<file path="config.mk">
export PLATFORM = sky130hd
export DESIGN_NAME = rgb_mixer_n
export DESIGN_NICKNAME = d
export VERILOG_FILES = /design/src/rtl/rgb_mixer_n.sv
export SDC_FILE = /design/constraint.sdc
export NUM_CORES = 1
export LEC_CHECK = 0
export ABC_AREA = 1
export BUFFER_PORTS_ARGS = -buffer_cell sky130_fd_sc_hd__buf_2
export CAP_MARGIN = 30
export CORE_MARGIN = 1.5
export CORE_UTILIZATION = 34
export DETAILED_ROUTE_END_ITERATION = 16
export MAX_ROUTING_LAYER = met4
export PLACE_DENSITY = 0.45
export SLEW_MARGIN = 20
export SYNTH_ARGS = -nofsm -noshare
export SYNTH_HDL_FRONTEND = slang
export SYNTH_SLANG_ARGS = --single-unit
export TNS_END_PERCENT = 10
</file>
<file path="constraint.sdc">
create_clock -name clk -period 3.8 [get_ports clk]
set_clock_uncertainty 0.05 [all_clocks]
set_input_delay 0.95 -clock clk [delete_from_list [all_inputs] [get_ports clk]]
set_output_delay 0.95 -clock clk [all_outputs]
set_load 0.01 [all_outputs]
</file>
<file path="src/rtl/rgb_mixer_n.sv">
// N-channel quadrature-encoder to PWM mixer: per-input synchroniser and debouncer,
// x1 detent decoder with saturating or wrapping level, shared phase-aligned PWM counter.
module rgb_mixer_n #(
  parameter int CHANNELS      = 3,
  parameter int WIDTH         = 8,
  parameter int DEBOUNCE_BITS = 8,
  parameter int STEP          = 1,
  parameter int SATURATE      = 1,
  parameter int INIT_LEVEL    = 0
) (
  input  logic                      clk,
  input  logic                      reset_n,
  input  logic [CHANNELS-1:0]       enc_a,
  input  logic [CHANNELS-1:0]       enc_b,
  output logic [CHANNELS*WIDTH-1:0] level,
  output logic [CHANNELS-1:0]       pwm_out
);

  localparam int              NB     = 2 * CHANNELS;
  localparam logic [WIDTH-1:0] INIT_W = WIDTH'(INIT_LEVEL);
  localparam logic [WIDTH-1:0] MAX_W  = {WIDTH{1'b1}};
  localparam logic [WIDTH:0]   STEP_W = (WIDTH + 1)'(STEP);

  // Inputs are handled uniformly: bits [CHANNELS-1:0] are A phases, the rest B phases.
  logic [NB-1:0] raw;
  logic [NB-1:0] db;
  assign raw = {enc_b, enc_a};

  for (genvar gi = 0; gi < NB; gi++) begin : g_deb
    logic                     sync1_reg;
    logic                     sync2_reg;
    logic                     db_reg;
    logic [DEBOUNCE_BITS-1:0] cnt_reg;

    always_ff @(posedge clk or negedge reset_n) begin
      if (!reset_n) begin
        sync1_reg <= 1'b0;
        sync2_reg <= 1'b0;
        db_reg    <= 1'b0;
        cnt_reg   <= '0;
      end else begin
        sync1_reg <= raw[gi];
        sync2_reg <= sync1_reg;
        if (sync2_reg == db_reg) begin
          cnt_reg <= '0;
        end else if (cnt_reg == {DEBOUNCE_BITS{1'b1}}) begin
          db_reg  <= sync2_reg;
          cnt_reg <= '0;
        end else begin
          cnt_reg <= cnt_reg + 1'b1;
        end
      end
    end

    assign db[gi] = db_reg;
  end

  logic [WIDTH-1:0] pwm_cnt_reg;
  logic             period_end;
  assign period_end = (pwm_cnt_reg == MAX_W);

  always_ff @(posedge clk or negedge reset_n) begin
    if (!reset_n) pwm_cnt_reg <= '0;
    else          pwm_cnt_reg <= pwm_cnt_reg + 1'b1;
  end

  for (genvar gi = 0; gi < CHANNELS; gi++) begin : g_ch
    logic             prev_a_reg;
    logic [WIDTH-1:0] level_reg;
    logic [WIDTH-1:0] level_next;
    logic [WIDTH-1:0] shadow_reg;
    logic             pwm_reg;
    logic [WIDTH:0]   sum;

    // One extra bit exposes both carry-out on increment and borrow on decrement.
    always_comb begin
      sum        = db[CHANNELS+gi] ? ({1'b0, level_reg} - STEP_W) : ({1'b0, level_reg} + STEP_W);
      level_next = sum[WIDTH-1:0];
      if (sum[WIDTH] && (SATURATE != 0)) begin
        level_next = db[CHANNELS+gi] ? '0 : MAX_W;
      end
    end

    always_ff @(posedge clk or negedge reset_n) begin
      if (!reset_n) begin
        prev_a_reg <= 1'b0;
        level_reg  <= INIT_W;
        shadow_reg <= INIT_W;
        pwm_reg    <= 1'b0;
      end else begin
        prev_a_reg <= db[gi];
        if (db[gi] && !prev_a_reg) level_reg <= level_next;
        // Shadow takes the pre-update level, so a same-cycle detent lands one period later.
        if (period_end) shadow_reg <= level_reg;
        pwm_reg <= (pwm_cnt_reg < shadow_reg);
      end
    end

    assign level[gi*WIDTH +: WIDTH] = level_reg;
    assign pwm_out[gi]              = pwm_reg;
  end

endmodule

</file>
Word-level counts from Yosys, hierarchy flattened
Index checks and enable logic that the tools add are counted.
{ "totals": {"regBits": 128} }
{ "op_classes": {"addsub": 13, "n_lt_le_gt_ge": 3, "n_eq_ne": 13, "mux": 21, "bitwise": 6, "n_reduce_logical": 12} }
{ "ops": {"columns": ["cell", "n"], "rows": [
  ["$mux 8", 18],
  ["$add 8x1->8 const B", 7],
  ["$eq 8x8->1 const B", 7],
  ["$add 8x1->9 const B", 3],
  ["$mux 9", 3],
  ["$sub 8x1->9 const B", 3],
  ["$lt 8x8->1", 3],
  ["$reduce_and 2->1", 6],
  ["$eq 1x1->1", 6],
  ["$not 1->1", 6],
  ["$logic_and 1x1->1", 3],
  ["$logic_not 1->1", 3]
]} }

Depth between registers and ports, before layout
{ "logic_depth": {"ltp_word": 3, "ltp_mapped": 12, "mapped_depth_nobuf": 12} }

Worst setup path after synthesis
OpenSTA, ideal clock, no wires.
{ "synth_timing": {"kind": "register to register", "start": "reg g_deb[3].db_reg", "end": "reg g_ch[0].level_reg[5]", "setup_time_ns": 0.116, "arrival_ns": 1.686, "path_slack_ns": 1.948, "stages_incl_launch_ff": 13, "n_path_buf": 0, "period_less_slack_ns": 1.852, "cell_sequence": "dfrtp_1 > inv_1 > fa_1 > inv_1 > nand2_1 > nand2_1 > nand3_1 > nand2_1 > nand2_1 > nand2_1 > inv_1 > nand2_1 > nand2_1"} }
{ "synth_between": {"elab_chain_cells": 2} }
{ "synth_lines": {"columns": ["element", "line", "rtl"], "rows": [
  ["from (decl)", "32", "logic db_reg;"],
  ["from (signal assigned)", "47", "db_reg <= sync2_reg;"],
  ["$mux 9 or $mux 8 (tied branches)", "77, 80", null],
  ["$mux 8 (*)", "79", "if (sum[WIDTH] && (SATURATE != 0)) begin"],
  ["to (signal assigned)", "92", "if (db[gi] && !prev_a_reg) level_reg <= level_next;"],
  ["to (decl)", "69", "logic [WIDTH-1:0] level_reg;"]
]} }
Every way passes the cells marked *; elsewhere a longest branch is shown, timed or not.
A chain may end at the register's enable or synchronous reset.

Final worst setup path
{ "layout_timing": {"start": "reg g_deb[4].db_reg", "end": "reg g_ch[1].level_reg[4]"} }
{ "layout_between": {"elab_chain_cells": 2} }
{ "layout_lines": {"columns": ["element", "line"], "rows": [
  ["from (decl)", "32"],
  ["from (signal assigned)", "47"],
  ["$mux 9 or $mux 8 (tied branches)", "77, 80"],
  ["$mux 8 (*)", "79"],
  ["to (signal assigned)", "92"],
  ["to (decl)", "69"]
]} }
Marks and branches as above.

==> out/qor.yml <==
placement:
  gp_congestion: 0.842
  port_buffers: 34
  placedCellCount: 1114
  hpwl_mm: 9.98
sta:
  slew_headroom_pct: 51.9
  rsz0062_at_grt: "false"
  setup_viol: 0
  worst_pin_slew_ns: 0.722
  max_freq_ghz: 0.457
  hold_viol: 0
  maxSlewViolCount: 0
  fin_tns_setup_ns: 0
  post-route-min-period_ns: 2.19
  hold_slack_ns: 0.298
  fin_crit_sh_pct: 57.6
critical_path:
  crit_type: "register to register"
  worstPathRequired_ns: 4.10
  worstReg2RegStart: "g_deb[4].db_reg"
  end_kind: "register"
  cp-endpoint: "g_ch[1].level_reg[4]"
  ff2ff_setup_slack_ns: 1.61
  setup.worst_path.start: "g_deb[4].db_reg"
  startpoint_type: "register"
  reg2reg_to: "g_ch[1].level_reg[4]"
  critPathArrivalTime_ns: 2.48
  ff2ff_path_depth: 11
  cp_max_fo: 10
cells_and_area:
  layoutNonFillerInstCount: 1146
  n_fill_cell: 2008
  ff_latch_area_sq_mm: 0.00320
  largest_register_ff_count: 48
  layout-drive-gt1-share_pct: 10.1
  fin_nets: 928
  final_common_cell: "nand2_1"
  n_antenna_cell: 0
  final_cell_mix: "176 x nand2_1, 140 x inv_1, 128 x dfrtp_1"
  multi_input_area_sq_mm: 0.00308
  final_util_pct: 40.8
  syn_to_final_growth_pct: 16.4
floorplanning:
  num_rows: 51
  start_util_pct: 35.1
  die_area_sq_mm: 0.0211
  ioPinCount: 35
  die_w_microns: 145
  die_y_microns: 145
  coreArea_sq_mm: 0.0197
synthesis:
  async_flop_share_pct: 100
  synth.distinct_cells: 31
  synth-edff-count: 0
  synth_top_cell_area_share_pct: 46.5
  syn_nets: 885
  synth_area_sq_mm: 0.00689
  yosys_register_bits: 128
  seq_area_frac_synth_pct: 46.5
  synth_cells: 825
  avgSynthCellArea_sq_um: 8.35
  yosysWarnings: 0
  yosysTopAreaCell: "dfrtp_1"
  synthFlopType: "dfrtp_1"
  synth.area.top_cells: "dfrtp_1 46%, nand2_1 9.6%, ha_1 8.9%, inv_1 7.6%, nor2_1 4.1%"
clock_tree:
  cts_resized: 0
  cts_root_buf: "clkbuf_16"
  clk_pin_slew_ns: 0.06
  cts_buffers: 17
  cts-htree-levels: 4
  tritoncts: "yes"
  cts.sinks: 128
  cts_setup_buffers: 0
  cts_buffer_depth: 2
  ctsHoldBuffers: 0
  insertion_delay_ns: 0.42
pwr:
  power_density_mw_per_mm2: 409
  ir_worst_vdd_mv: 0.298
  power.total_w: 0.00328
  p_leak_nw: 4.13
drt:
  detailedRoute.firstIterationViolations: 225
  vias: 5205
  drt-total-wl_mm: 13.4
  wl_per_cell_microns: 11.7
  firstDrtPassIters: 4
  viasPerCell: 4.54
  drc: 0
  drtAntennaViolNets: 0
global_routing:
  antenna_found_initial: 0
  grt_overflow: 0
  grt_pass1_vias: 5102
  grt_max_degree: 80
  grt_usage_pct: 14.1
  grt_pass1_wl_mm: 23.7
outcome:
  status: "completed"
min_path:
  min_path_type: "register to register"
flow_run:
  cap_violations: 0
cells by family (layout without fill, tap and decap cells):
logic type,Yosys count,count (layout),share of synthesized area (%)
xor+xnor,34,34,4.32
buf+inv,152,208,8.79
flops,128,128,46.5
compound gates,111,111,9.01
fa+ha+maj,52,52,9.77
simple gates,348,348,21.6
through the flow:
stage          setup slack [ns]  area, sq um
3_5_place_dp               1.64         7360
4_1_cts                    1.61         8020
3_3_place_gp               1.53         7340
5_1_grt                    1.31         8020
2_1_floorplan              1.95         6890
6_report                   1.61         8020
power breakdown:
group | switching [W] | total, W | internal, W
registers | 0.0000140 | 0.00140 | 0.00139
logic | 0.0000502 | 0.0000737 | 0.0000235
clock network | 0.000606 | 0.00181 | 0.00120
how the worst min path moves through the flow:
stage,end,start,cells after the start,slack (ns)
3_3_place_gp,g_deb[4].sync2_reg,g_deb[4].sync1_reg,0,0.28
4_1_cts,g_deb[4].sync2_reg,g_deb[4].sync1_reg,0,0.30
2_1_floorplan,g_deb[0].sync2_reg,g_deb[0].sync1_reg,0,0.28
5_1_grt,g_deb[4].sync2_reg,g_deb[4].sync1_reg,0,0.31
6_report,g_deb[3].sync2_reg,g_deb[3].sync1_reg,0,0.30
3_5_place_dp,g_deb[4].sync2_reg,g_deb[4].sync1_reg,0,0.28
cell usage after synthesis, types with 4 or more instances:
master    count
ha_1         49
nand2_1     176
o21ai_1       6
o21ai_2       4
inv_1       140
dfrtp_1     128
o21ai_0      28
nor4_1        4
a31oi_1       4
clkbuf_1      5
and3_1       10
xor2_1       12
a21oi_2      10
xnor2_1      22
nor3_1       23
nand4_1       5
a21oi_1      56
nor2_1       75
nand3b_1      5
nand3_1      40
critical path: stages, from the launching register on:
cell and delay (ns):
dfrtp_1 0.57, inv_1 0.20, fa_1 0.43, inv_1 0.09, nand3_1 0.06, nand2_1 0.12, nand2_1 0.08, nand3_1 0.12
nand2_1 0.10, inv_1 0.13, o21ai_0 0.10, nand2_1 0.06
metal layers:
metal | track usage, % | wire length (microns) | vias to the layer above | part of all wire, %
met3 | 3.70 | 422 | 16 | 3.1
met4 | 4.85 | 186 | 0 | 1.4
met2 | 21.8 | 6160 | 66 | 46
met5 | - | 0 | - | 0
li1 | - | - | 2716 | -
met1 | 18.0 | 6640 | 2407 | 50
layout make-up:
class	count	share of cell area, %
Sequential cell	128	40.0
Inverter	140	6.56
Multi-Input combinational cell	545	38.4
Clock buffer	19	5.65
Clock inverter	13	2.58
Timing Repair Buffer	36	2.70
Tap cell	265	4.14
(Power assumes the default switching activity.)
